<file path="config.mk">
export PLATFORM = sky130hd
export DESIGN_NAME = ps2_key_encoder_flat
export DESIGN_NICKNAME = d
export VERILOG_FILES = /design/src/rtl/ps2_key_encoder_if.sv /design/src/rtl/ps2_key_encoder.sv /design/src/flat_wrapper.sv
export SDC_FILE = /design/constraint.sdc
export NUM_CORES = 1
export LEC_CHECK = 0
export CAP_MARGIN = 20
export CORE_MARGIN = 5
export CORE_UTILIZATION = 50
export CTS_CLUSTER_DIAMETER = 60
export DETAILED_ROUTE_END_ITERATION = 12
export PLACE_DENSITY = 0.67
export SETUP_SLACK_MARGIN = 0.4
export SLEW_MARGIN = 10
export SYNTH_ARGS = -nofsm -noshare
export SYNTH_HDL_FRONTEND = slang
export SYNTH_SLANG_ARGS = --single-unit
</file>
<file path="constraint.sdc">
create_clock -name clk_sys -period 2.9 [get_ports clk_sys]
set_input_delay 0.435 -clock clk_sys [delete_from_list [all_inputs] [get_ports clk_sys]]
set_output_delay 0.435 -clock clk_sys [all_outputs]
set_load 0.02 [all_outputs]
</file>
<file path="src/rtl/ps2_key_encoder_if.sv">
// Pin-side bundle for ps2_key_encoder: raw PS/2 lines in, key event word and status out.
// Events carry no valid/ready pair: a consumer sees a new key event whenever ps2_key[10] changes, and the word holds until the next event.
interface ps2_key_encoder_if;
    logic        ps2_clk;
    logic        ps2_data;
    logic [10:0] ps2_key;
    logic        frame_err;
    logic        busy;

    modport master (output ps2_clk, ps2_data, input ps2_key, frame_err, busy);
    modport slave  (input ps2_clk, ps2_data, output ps2_key, frame_err, busy);
endinterface

</file>
<file path="src/rtl/ps2_key_encoder.sv">
// PS/2 set-2 deframer and prefix decoder producing the 11-bit toggle-strobed key event word.
// Optional macro PS2_PAUSE_KEY_EN: the E1 Pause sequence emits one extended 0x77 press event.
module ps2_key_encoder #(
    parameter int SYNC_STAGES = 2,
    parameter int FILTER_LEN  = 8,
    parameter int TIMEOUT     = 24000
) (
    input  logic              clk_sys,
    input  logic              reset,
    ps2_key_encoder_if.slave  bus
);
    localparam int FCW = $clog2(FILTER_LEN + 1);
    localparam int TCW = $clog2(TIMEOUT + 1);
`ifdef PS2_PAUSE_KEY_EN
    localparam bit PAUSE_EVENT = 1'b1;
`else
    localparam bit PAUSE_EVENT = 1'b0;
`endif

    typedef enum logic [2:0] {
        ST_IDLE, ST_EXT, ST_BRK, ST_EXT_BRK, ST_PAUSE
    } dec_state_e;

    logic [SYNC_STAGES-1:0] clk_sync_q, data_sync_q;
    logic                   clk_s, data_s;
    logic                   filt_q;
    logic [FCW-1:0]         filt_cnt_q;
    logic                   filt_flip, sample_edge;
    logic [3:0]             bit_cnt_q;
    logic [9:0]             shift_q;
    logic [TCW-1:0]         tmo_cnt_q;
    logic                   busy, stop_edge, frame_ok, byte_stb, frame_bad, timeout;
    logic                   err_q;
    logic [7:0]             rx_byte;
    dec_state_e             state_q, state_d;
    logic [2:0]             skip_q, skip_d;
    logic [10:0]            key_q;
    logic                   emit, emit_ext, emit_brk;
    logic [7:0]             emit_code;

    assign clk_s  = clk_sync_q[SYNC_STAGES-1];
    assign data_s = data_sync_q[SYNC_STAGES-1];

    always_ff @(posedge clk_sys) begin
        if (reset) begin
            clk_sync_q  <= '1;
            data_sync_q <= '1;
        end else begin
            clk_sync_q  <= {clk_sync_q[SYNC_STAGES-2:0], bus.ps2_clk};
            data_sync_q <= {data_sync_q[SYNC_STAGES-2:0], bus.ps2_data};
        end
    end

    // The filtered clock only flips after FILTER_LEN consecutive opposite samples.
    assign filt_flip   = (clk_s != filt_q) && (filt_cnt_q == FCW'(FILTER_LEN - 1));
    assign sample_edge = filt_flip && filt_q;

    always_ff @(posedge clk_sys) begin
        if (reset) begin
            filt_q     <= 1'b1;
            filt_cnt_q <= '0;
        end else if (clk_s != filt_q) begin
            if (filt_flip) begin
                filt_q     <= ~filt_q;
                filt_cnt_q <= '0;
            end else begin
                filt_cnt_q <= filt_cnt_q + 1'b1;
            end
        end else begin
            filt_cnt_q <= '0;
        end
    end

    // After ten shifts: [0]=start, [8:1]=d0..d7, [9]=parity; the stop bit is read live.
    assign busy      = (bit_cnt_q != 4'd0);
    assign stop_edge = sample_edge && (bit_cnt_q == 4'd10);
    assign frame_ok  = ~shift_q[0] & data_s & (^shift_q[9:1]);
    assign byte_stb  = stop_edge & frame_ok;
    assign frame_bad = stop_edge & ~frame_ok;
    assign timeout   = busy && !sample_edge && (tmo_cnt_q == TCW'(TIMEOUT - 1));
    assign rx_byte   = shift_q[8:1];

    always_ff @(posedge clk_sys) begin
        if (reset) begin
            bit_cnt_q <= '0;
            shift_q   <= '0;
            tmo_cnt_q <= '0;
            err_q     <= 1'b0;
        end else begin
            err_q <= frame_bad | timeout;
            if (sample_edge) begin
                tmo_cnt_q <= '0;
                if (bit_cnt_q == 4'd10) begin
                    bit_cnt_q <= '0;
                end else begin
                    bit_cnt_q <= bit_cnt_q + 4'd1;
                    shift_q   <= {data_s, shift_q[9:1]};
                end
            end else if (timeout) begin
                bit_cnt_q <= '0;
                tmo_cnt_q <= '0;
            end else if (busy) begin
                tmo_cnt_q <= tmo_cnt_q + 1'b1;
            end else begin
                tmo_cnt_q <= '0;
            end
        end
    end

    always_comb begin
        state_d   = state_q;
        skip_d    = skip_q;
        emit      = 1'b0;
        emit_ext  = 1'b0;
        emit_brk  = 1'b0;
        emit_code = rx_byte;
        if (frame_bad || timeout) begin
            state_d = ST_IDLE;
            skip_d  = 3'd0;
        end else if (byte_stb) begin
            case (state_q)
                ST_IDLE: begin
                    if (rx_byte == 8'hE0)      state_d = ST_EXT;
                    else if (rx_byte == 8'hF0) state_d = ST_BRK;
                    else if (rx_byte == 8'hE1) begin
                        state_d = ST_PAUSE;
                        skip_d  = 3'd7;
                    end else if (rx_byte != 8'h00 && rx_byte != 8'hFF) emit = 1'b1;
                end
                ST_EXT: begin
                    if (rx_byte == 8'hF0)      state_d = ST_EXT_BRK;
                    else if (rx_byte != 8'hE0) begin
                        emit     = 1'b1;
                        emit_ext = 1'b1;
                        state_d  = ST_IDLE;
                    end
                end
                ST_BRK: begin
                    if (rx_byte == 8'hE0)      state_d = ST_EXT_BRK;
                    else if (rx_byte != 8'hF0) begin
                        emit     = 1'b1;
                        emit_brk = 1'b1;
                        state_d  = ST_IDLE;
                    end
                end
                ST_EXT_BRK: begin
                    if (rx_byte != 8'hE0 && rx_byte != 8'hF0) begin
                        emit     = 1'b1;
                        emit_ext = 1'b1;
                        emit_brk = 1'b1;
                        state_d  = ST_IDLE;
                    end
                end
                ST_PAUSE: begin
                    skip_d = skip_q - 3'd1;
                    if (skip_q == 3'd1) begin
                        state_d   = ST_IDLE;
                        emit      = PAUSE_EVENT;
                        emit_ext  = 1'b1;
                        emit_code = 8'h77;
                    end
                end
                default: state_d = ST_IDLE;
            endcase
        end
    end

    always_ff @(posedge clk_sys) begin
        if (reset) begin
            state_q <= ST_IDLE;
            skip_q  <= 3'd0;
            key_q   <= 11'h000;
        end else begin
            state_q <= state_d;
            skip_q  <= skip_d;
            if (emit) key_q <= {~key_q[10], ~emit_brk, emit_ext, emit_code};
        end
    end

    assign bus.ps2_key   = key_q;
    assign bus.frame_err = err_q;
    assign bus.busy      = busy;
endmodule

</file>
<file path="src/flat_wrapper.sv">
// flat-port wrapper written by rule: the top's interface ports become plain ports
module ps2_key_encoder_flat 
#(
    parameter int SYNC_STAGES = 2,
    parameter int FILTER_LEN  = 8,
    parameter int TIMEOUT     = 24000
)
  (clk_sys, reset, bus_ps2_clk, bus_ps2_data, bus_ps2_key, bus_frame_err, bus_busy);
  ps2_key_encoder_if bus_i ();
  input  logic clk_sys;
  input  logic reset;
  input wire logic [$bits(bus_i.ps2_clk)-1:0] bus_ps2_clk;
  input wire logic [$bits(bus_i.ps2_data)-1:0] bus_ps2_data;
  output wire logic [$bits(bus_i.ps2_key)-1:0] bus_ps2_key;
  output wire logic [$bits(bus_i.frame_err)-1:0] bus_frame_err;
  output wire logic [$bits(bus_i.busy)-1:0] bus_busy;
  assign bus_i.ps2_clk = bus_ps2_clk;
  assign bus_i.ps2_data = bus_ps2_data;
  assign bus_ps2_key = bus_i.ps2_key;
  assign bus_frame_err = bus_i.frame_err;
  assign bus_busy = bus_i.busy;
  ps2_key_encoder #(.SYNC_STAGES(SYNC_STAGES), .FILTER_LEN(FILTER_LEN), .TIMEOUT(TIMEOUT)) u_core (.clk_sys(clk_sys), .reset(reset), .bus(bus_i));
endmodule
</file>
==> reports/qor.yml <==
clocking:
  insertion_delay_ns: 0.31
  ctsHoldBuffers: 0
  cts_tree: "done"
  cts-root-buf: "clkbuf_8"
  cts_buffer_depth: 2
  htreeDepth: 2
  cts_sinks: 56
  cts_buffers: 5
  clk_pin_slew_ns: 0.10
synthesis:
  synthCells: 293
  ys_ff_latch: 56
  ys_seq_area_frac: 0.421
  synthArstFlopShare: 0
  yosys_warnings: 0
  synthTopCellsByArea: "dfxtp_1 42%, ha_1 8.0%, nor2_1 5.8%, mux2i_1 4.1%, nand3_1 3.6%"
  synth_nets: 314
  synth_top_cell_by_area: "dfxtp_1"
  synth_edf_count: 0
  yosysUniqueCellTypes: 50
  synthFlopType: "dfxtp_1"
  synth_area_um2: 2660
  syn_avg_cell_area_um2: 9.09
  synth_top_cell_area_share: 0.421
route:
  drt_iter0_drc: 65
  drc: 0
  dr_total_vias: 1995
  vias_per_cell: 5.25
  firstDrtPassIters: 4
  routed_wl_um: 4820
  wl_per_cell_um: 12.7
  drt.antenna.violating_nets: 0
timing:
  slew_viol_final: 0
  clock_skew_ns: 0.00746
  whs_ns: 0.430
  maxSlewHeadroom: 0.577
  hold_viol: 0
  tns_ns: 0
  tightest_slew_ns: 0.628
  rsz0062_at_grt: "true"
  max_freq_mhz: 423
  period_needed_ns: 2.36
  finalSetupViolCount: 0
  fin_crit_sh: 0.815
grt:
  grt_overflow: 0
  antenna_found_initial: 0
  grt_usage: 0.146
  grt_pass1_vias: 1898
  grt_pass1_wl_um: 8570
  grt_max_degree: 27
place:
  post-place-cells: 372
  hpwl_um: 3490
  gp_congestion: 0.832
  portBuffers: 16
final_layout:
  final.fill_count: 499
  drive_above_1_share: 0.103
  layout_common_cells: "56 x dfxtp_1, 41 x nor2_1, 19 x nand3_1"
  stdcell_count: 380
  areaGrowthSynthToFinish_pct: 11.9
  nets: 330
  fin_util: 0.580
  final_common_cell: "dfxtp_1"
  antenna_cells: 0
power_and_ir_drop:
  p_leak_uw: 0.00105
  peakVddDrop_mv: 0.345
  power.density_nw_per_um2: 407
  power.total_uw: 1210
hold_path:
  min-delay-path-class: "flop to flop"
floorplanning:
  die_w_um: 83.0
  num_io_pins: 17
  die_area_um2: 6890
  rows: 26
  die_h_um: 83.0
  initial_core_util: 0.518
  core_um2: 5140
critical_path:
  cp.arrival_ns: 2.61
  path_max_fanout: 15
  cp-start-kind: "flop"
  end_kind: "flop"
  cp.required_ns: 3.14
  worstSetupPathType: "flop to flop"
run:
  drv_cap: 0
status:
  outcome: "complete, no violations"
## report_power, final
part	internal [uW]	leakage (uW)	switching, uW
clock	169	0.0000479	252
combinational	8.89	0.000547	11.6
sequential	771	0.000452	1.42
total	949	0.00105	265
## synthesized netlist by cell type, drive strengths merged, types with 2 or more instances
cell type / n
a211o: 3
a211oi: 2
a21oi: 18
a311oi: 4
a31oi: 3
and2: 2
and3: 3
buf: 5
clkbuf: 6
dfxtp: 56
ha: 17
inv: 15
mux2i: 11
nand2: 14
nand3: 20
nand3b: 3
nand4: 3
nor2: 41
nor2b: 5
nor3: 4
nor3b: 2
nor4: 3
o21a: 2
o21ai: 10
or2: 7
or3b: 2
or4: 2
xnor2: 9
xor2: 9
## worst max-delay path, stage by stage (launching register included)
cell and delay, ns:
dfxtp_1 0.42, inv_1 0.07, ha_1 0.31, xnor3_1 0.38, xnor2_2 0.24, nand3_4 0.20, or4_1 0.55, a21oi_1 0.14
## metrics by stage
| stage | setup slack (ns) | area [um2] |
|---|---|---|
| after global placement | 0.523 | 2880 |
| after detailed placement | 0.463 | 2880 |
| final | 0.536 | 2980 |
| after floorplan | 0.780 | 2660 |
| after CTS | 0.433 | 2970 |
| after global routing | 0.336 | 2980 |
## kinds of logic (layout without fill, tap and decap cells)
family	after synthesis	in the layout	share of synthesized area
flip-flops	56	56	0.421
XOR/XNOR	19	19	0.0705
buffers and inverters	26	43	0.0437
AND/OR/NAND/NOR	117	117	0.231
adder cells (fa/ha/maj)	17	17	0.0798
AO/OA/AOI/OAI	47	47	0.113
multiplexers	11	11	0.0413
## what timing repair did
| item | CTS | global route |
|---|---|---|
| buffers inserted | 0 | 0 |
| resized for setup | 0 | 3 |
| setup endpoints to repair | 0 | 3 |
## area by class of cell
| type | instances | area (um2) | share of cell area |
|---|---|---|---|
| sequential | 56 | 1120 | 0.376 |
| clock buffer | 5 | 68.8 | 0.0231 |
| timing repair buffer | 20 | 193 | 0.0647 |
| clock inverter | 3 | 18.8 | 0.00630 |
| tap | 70 | 87.6 | 0.0294 |
| inverter | 15 | 56.3 | 0.0189 |
| multi-input combinational | 211 | 1440 | 0.482 |
## registers in the layout, summed over array words and instances (netlist names)
signal / count
u_core.skip_q: 3
u_core.filt_cnt_q: 4
u_core.filt_q: 1
u_core.state_q: 3
u_core.shift_q: 10
u_core.bus.frame_err: 1
u_core.bus.ps2_key: 11
u_core.data_sync_q: 2
u_core.tmo_cnt_q: 15
u_core.bit_cnt_q: 4
u_core.clk_sync_q: 2
## routing by layer
metal  up-vias  share of wire  global-route usage
met5         -              0                   0
met4         0         0.0066              0.0416
met3         2          0.036              0.0446
met2        28           0.43               0.225
met1       921           0.52               0.198
li1       1044              -                   -
## worst paths after layout
check / start / end / slack (ns) / depth (start not counted)
setup / recovery: u_core.shift_q[1]$_SDFFE_PP0P_ / u_core.state_q[2]$_SDFFE_PP0P_ / 0.54 / 7
hold / removal: u_core.data_sync_q[0]$_SDFF_PP1_ / u_core.data_sync_q[1]$_SDFF_PP1_ / 0.43 / 1
setup reg to reg: u_core.shift_q[1]$_SDFFE_PP0P_ / u_core.state_q[2]$_SDFFE_PP0P_ / 0.54 / 7
hold reg to reg: u_core.data_sync_q[0]$_SDFF_PP1_ / u_core.data_sync_q[1]$_SDFF_PP1_ / 0.43 / 1
(Power assumes the default switching activity.)
